--- config.mk ---
export PLATFORM = sky130hd
export DESIGN_NAME = onehot_scan_decoder
export DESIGN_NICKNAME = d
export VERILOG_FILES = /design/src/rtl/onehot_scan_decoder.sv
export SDC_FILE = /design/constraint.sdc
export NUM_CORES = 1
export LEC_CHECK = 0
export ABC_CLOCK_PERIOD_IN_PS = 1900
export CORE_MARGIN = 4
export CORE_UTILIZATION = 35
export CTS_CLUSTER_SIZE = 12
export DETAILED_ROUTE_END_ITERATION = 10
export GPL_TIMING_DRIVEN = 0
export PLACE_DENSITY_LB_ADDON = 0.2
export SKIP_LAST_GASP = 1
export SLEW_MARGIN = 5
export SYNTH_ARGS = -nofsm -noshare
export SYNTH_HDL_FRONTEND = slang
export SYNTH_SLANG_ARGS = --single-unit
--- constraint.sdc ---
create_clock -name clk -period 1.9 [get_ports clk]
set_input_delay 0.38 -clock clk [delete_from_list [all_inputs] [get_ports clk]]
set_output_delay 0.38 -clock clk [all_outputs]
set_load 0.01 [all_outputs]
--- src/rtl/onehot_scan_decoder.sv ---
// onehot_scan_decoder: registered 3-to-8 one-hot select with load and auto-scan sequencing
module onehot_scan_decoder #(
    parameter int DIV        = 4,
    parameter bit ACTIVE_LOW = 1'b0
) (
    input  logic       clk,
    input  logic       rst_n,
    input  logic       en,
    input  logic       scan,
    input  logic       load,
    input  logic [2:0] in,
    output logic [7:0] out,
    output logic [2:0] idx,
    output logic       wrap
);
    localparam logic [15:0] LAST = 16'(DIV - 1);
    localparam logic [7:0]  IDLE = ACTIVE_LOW ? 8'hFF : 8'h00;
    logic [15:0] cnt, cnt_n;
    logic [2:0]  idx_n;
    logic        step, wrap_n;
    // next state: load beats scan-off beats pause beats step beats count
    always_comb begin
        step   = !load && scan && en && cnt == LAST;
        idx_n  = load ? in : step ? idx + 3'd1 : idx;
        cnt_n  = (load || !scan || step) ? 16'd0 : !en ? cnt : cnt + 16'd1;
        wrap_n = step && idx == 3'd7;
    end
    // out is built from next-state idx so out and idx move on the same edge
    always_ff @(posedge clk or negedge rst_n) begin
        if (!rst_n) begin
            idx  <= 3'd0;
            cnt  <= 16'd0;
            wrap <= 1'b0;
            out  <= IDLE;
        end else begin
            idx  <= idx_n;
            cnt  <= cnt_n;
            wrap <= wrap_n;
            out  <= en ? ((8'd1 << idx_n) ^ IDLE) : IDLE;
        end
    end
endmodule

==> impl_metrics.json, run 1 <==
{
  "syn_avg_cell_area_um2": 10.3,
  "leakagePower_nw": 0.735,
  "syn-num-nets": 143,
  "via_count": 1030,
  "ys_seq_elements": 28,
  "cts_buffers": 3,
  "netlist_instances": 132,
  "met2_usage_pct": 18.9,
  "grt_remaining_overflow": 0,
  "worstReg2RegEnd": "out[2]",
  "layout_common_cells": "dfrtp_1 (28), nor2_1 (18), clkdlybuf4s50_1 (16), nand2_1 (10)",
  "finalWirelength_um": 2730,
  "cts_root_buffer": "clkbuf_8",
  "endpoint": "out[2]",
  "grt.busiest_layer": "met2",
  "gr-usage-met1_pct": 14.3,
  "max_slew.worst_pin.slew_ns": 0.620,
  "status": "finished, final reports clean",
  "placementRows": 22,
  "yosysUniqueCellTypes": 31,
  "clk_pin_slew_worst_paths_ns": 0.09,
  "core_area_mm2": 0.00372,
  "drt-vias-per-instance": 4.98,
  "hold_viol": 0,
  "max_freq_mhz": 536,
  "cp_max_fo": 5,
  "grt_pass1_wl_um": 4540,
  "worstSetupStartpointType": "flip-flop",
  "drt-initial-drc-count": 62,
  "cts_tree": "yes",
  "post-route-period-util_pct": 98.2,
  "pwr_density_cell_mw_per_mm2": 699,
  "syn2layout_area_growth_pct": 29.0,
  "n_antenna_cell": 0,
  "worstSkewPairLatency_ns": 0.27,
  "placed_area_mm2": 0.00160,
  "yosysWarnings": 0,
  "grt_pass1_vias": 1008,
  "cap_violations": 0,
  "stdcell_area_mm2": 0.00175,
  "die_h_um": 70.3,
  "firstDrtPassIters": 4,
  "final_nets": 171,
  "cp.required_ns": 2.05,
  "die-area_mm2": 0.00494,
  "cts_max_level": 1,
  "antenna_found_initial": 0,
  "gp_congestion": 0.795,
  "portBuffers": 18,
  "fin_setup_tns_ns": 0,
  "start_util_pct": 36.6,
  "grt_usage_pct": 11.4,
  "drc": 0,
  "syn_area_mm2": 0.00136,
  "fin_crit_ns": 1.87,
  "io_pins": 20,
  "layout-drive-gt1-share_pct": 20.1,
  "layout_commonest_cell": "dfrtp_1",
  "max-slew-margin-rel_pct": 58.6,
  "die_w_um": 70.3,
  "async_flop_share_pct": 100,
  "yosysSeqAreaShare_pct": 51.6,
  "fin_skew_ns": 0.00354,
  "crit_type": "flip-flop to flip-flop",
  "ff2ff_setup_slack_ns": 0.03,
  "maxSlewViolCount": 0,
  "rsz0062_at_grt": "yes",
  "hold_path_class": "input pin to asynchronous set/reset pin",
  "synth_ff_type": "dfrtp_1",
  "dp_hpwl_um": 2010,
  "setup_viol": 0,
  "gr-usage-met3_pct": 3.17,
  "startpoint": "cnt[12]",
  "endpoint_kind": "flip-flop",
  "grt_max_degree": 29,
  "ff2ff_path_depth": 5,
  "clock-sinks": 28,
  "cts_buffer_depth": 2,
  "reg2reg_from": "cnt[12]",
  "post_drt_wl_per_cell_um": 13.2,
  "drt.antenna.violating_nets": 0,
  "arrival_ns": 2.01,
  "ir_drop_uv": 632,
  "synth_edf_count": 0
}
==> logic make-up after synthesis <==
| logic type | count (synthesis) | synth area share (%) |
|---|---|---|
| buffers and inverters | 9 | 3.41 |
| muxes | 1 | 0.737 |
| and+or+nand+nor | 63 | 24.6 |
| adders and majority gates | 3 | 2.76 |
| AOI/OAI and AO/OA | 14 | 7.92 |
| xor gates and xnor gates | 14 | 9.02 |
| DFF | 28 | 51.6 |
==> critical path: stages (launching register included) <==
cell      delay [ns]
dfrtp_1         0.44
nor4_2          0.36
and4_2          0.35
a21oi_1         0.10
a311oi_2        0.37
nor3_1          0.11
==> per-stage QoR <==
stage	std cells	util [%]	worst slack, ns	hold WS (ns)	power [mW]
floorplan	132	-	0.177	0.0844	0.696
global placement	198	43.0	-0.357	0.544	0.761
detailed placement	198	43.0	-0.402	0.567	0.765
CTS	206	46.4	-0.00847	0.436	1.24
global route	207	47.2	-0.0741	0.161	1.28
finish	207	47.2	0.0341	0.107	1.22
==> Yosys cell counts, types with 3 or more instances <==
master    n  area [µm²]
a21oi_1   4        20.0
and3_1    3        18.8
dfrtp_1  28         701
ha_1      3        37.5
inv_1     4        15.0
nand2_1  10        37.5
nand3_1   5        25.0
nand4_1   4        25.0
nor2_1   18        67.6
nor3_1   12        60.1
o21ai_0   5        25.0
xnor2_1   5        43.8
xor2_1    9        78.8
==> power by group <==
part	internal (mW)	total, mW	switching [mW]
clock	0.282	0.461	0.179
sequential	0.609	0.618	0.00871
combinational	0.0673	0.145	0.0782
total	0.958	1.22	0.266
==> flip-flops by register name, summed over array words and instances, names as in the netlist <==
register / count
idx: 3
out: 8
wrap: 1
cnt: 16
==> metal layers <==
metal / wire length, µm / vias up
li1: - / 512
met5: 0 / -
met2: 1390 / 8
met3: 82 / 2
met4: 19 / 0
met1: 1240 / 508
==> how the worst min path moves through the flow <==
stage,start,to,cells past startpoint
final,rst_n,cnt[8],1
after detailed placement,cnt[15],cnt[15],2
after global routing,rst_n,cnt[8],1
after global placement,cnt[15],cnt[15],2
after floorplan,rst_n,cnt[0],0
after CTS,scan,wrap,3
==> area by class of cell <==
| class | count | area (µm²) |
|---|---|---|
| tap | 48 | 60.1 |
| inverter | 6 | 22.5 |
| sequential | 28 | 701 |
| timing repair buffer | 23 | 215 |
| buffer | 3 | 23.8 |
| fill | 364 | 1960 |
| clock inverter | 1 | 30.0 |
| multi-input combinational | 95 | 659 |
| clock buffer | 3 | 41.3 |
==> repair_timing <==
| item | CTS | global route |
|---|---|---|
| hold buffers | 0 | 0 |
| endpoints found under the hold margin | 0 | 0 |
| resized for setup | 5 | 7 |
| buffers inserted | 4 | 1 |
| pin swaps | 1 | 1 |
| gates cloned | 0 | 0 |
| setup endpoints to repair | 10 | 19 |
No activity file was read; power rests on OpenSTA's default activity.
==> run 2: changes to the inputs <==
--- a/config.mk
+++ b/config.mk
@@ -5,6 +5,7 @@
 export SDC_FILE = /design/constraint.sdc
 export NUM_CORES = 1
 export LEC_CHECK = 0
+export ABC_AREA = 0
 export ABC_CLOCK_PERIOD_IN_PS = 1900
 export CORE_MARGIN = 4
 export CORE_UTILIZATION = 35
==> results of run 2 <==
The final DEF is identical to that of run 1; final timing and power are the same.
==> run 3: changes to the inputs <==
--- a/config.mk
+++ b/config.mk
@@ -5,7 +5,6 @@
 export SDC_FILE = /design/constraint.sdc
 export NUM_CORES = 1
 export LEC_CHECK = 0
-export ABC_AREA = 0
 export ABC_CLOCK_PERIOD_IN_PS = 1900
 export CORE_MARGIN = 4
 export CORE_UTILIZATION = 35
==> results of run 3 <==
The final DEF is identical to that of run 1; final timing and power are the same.
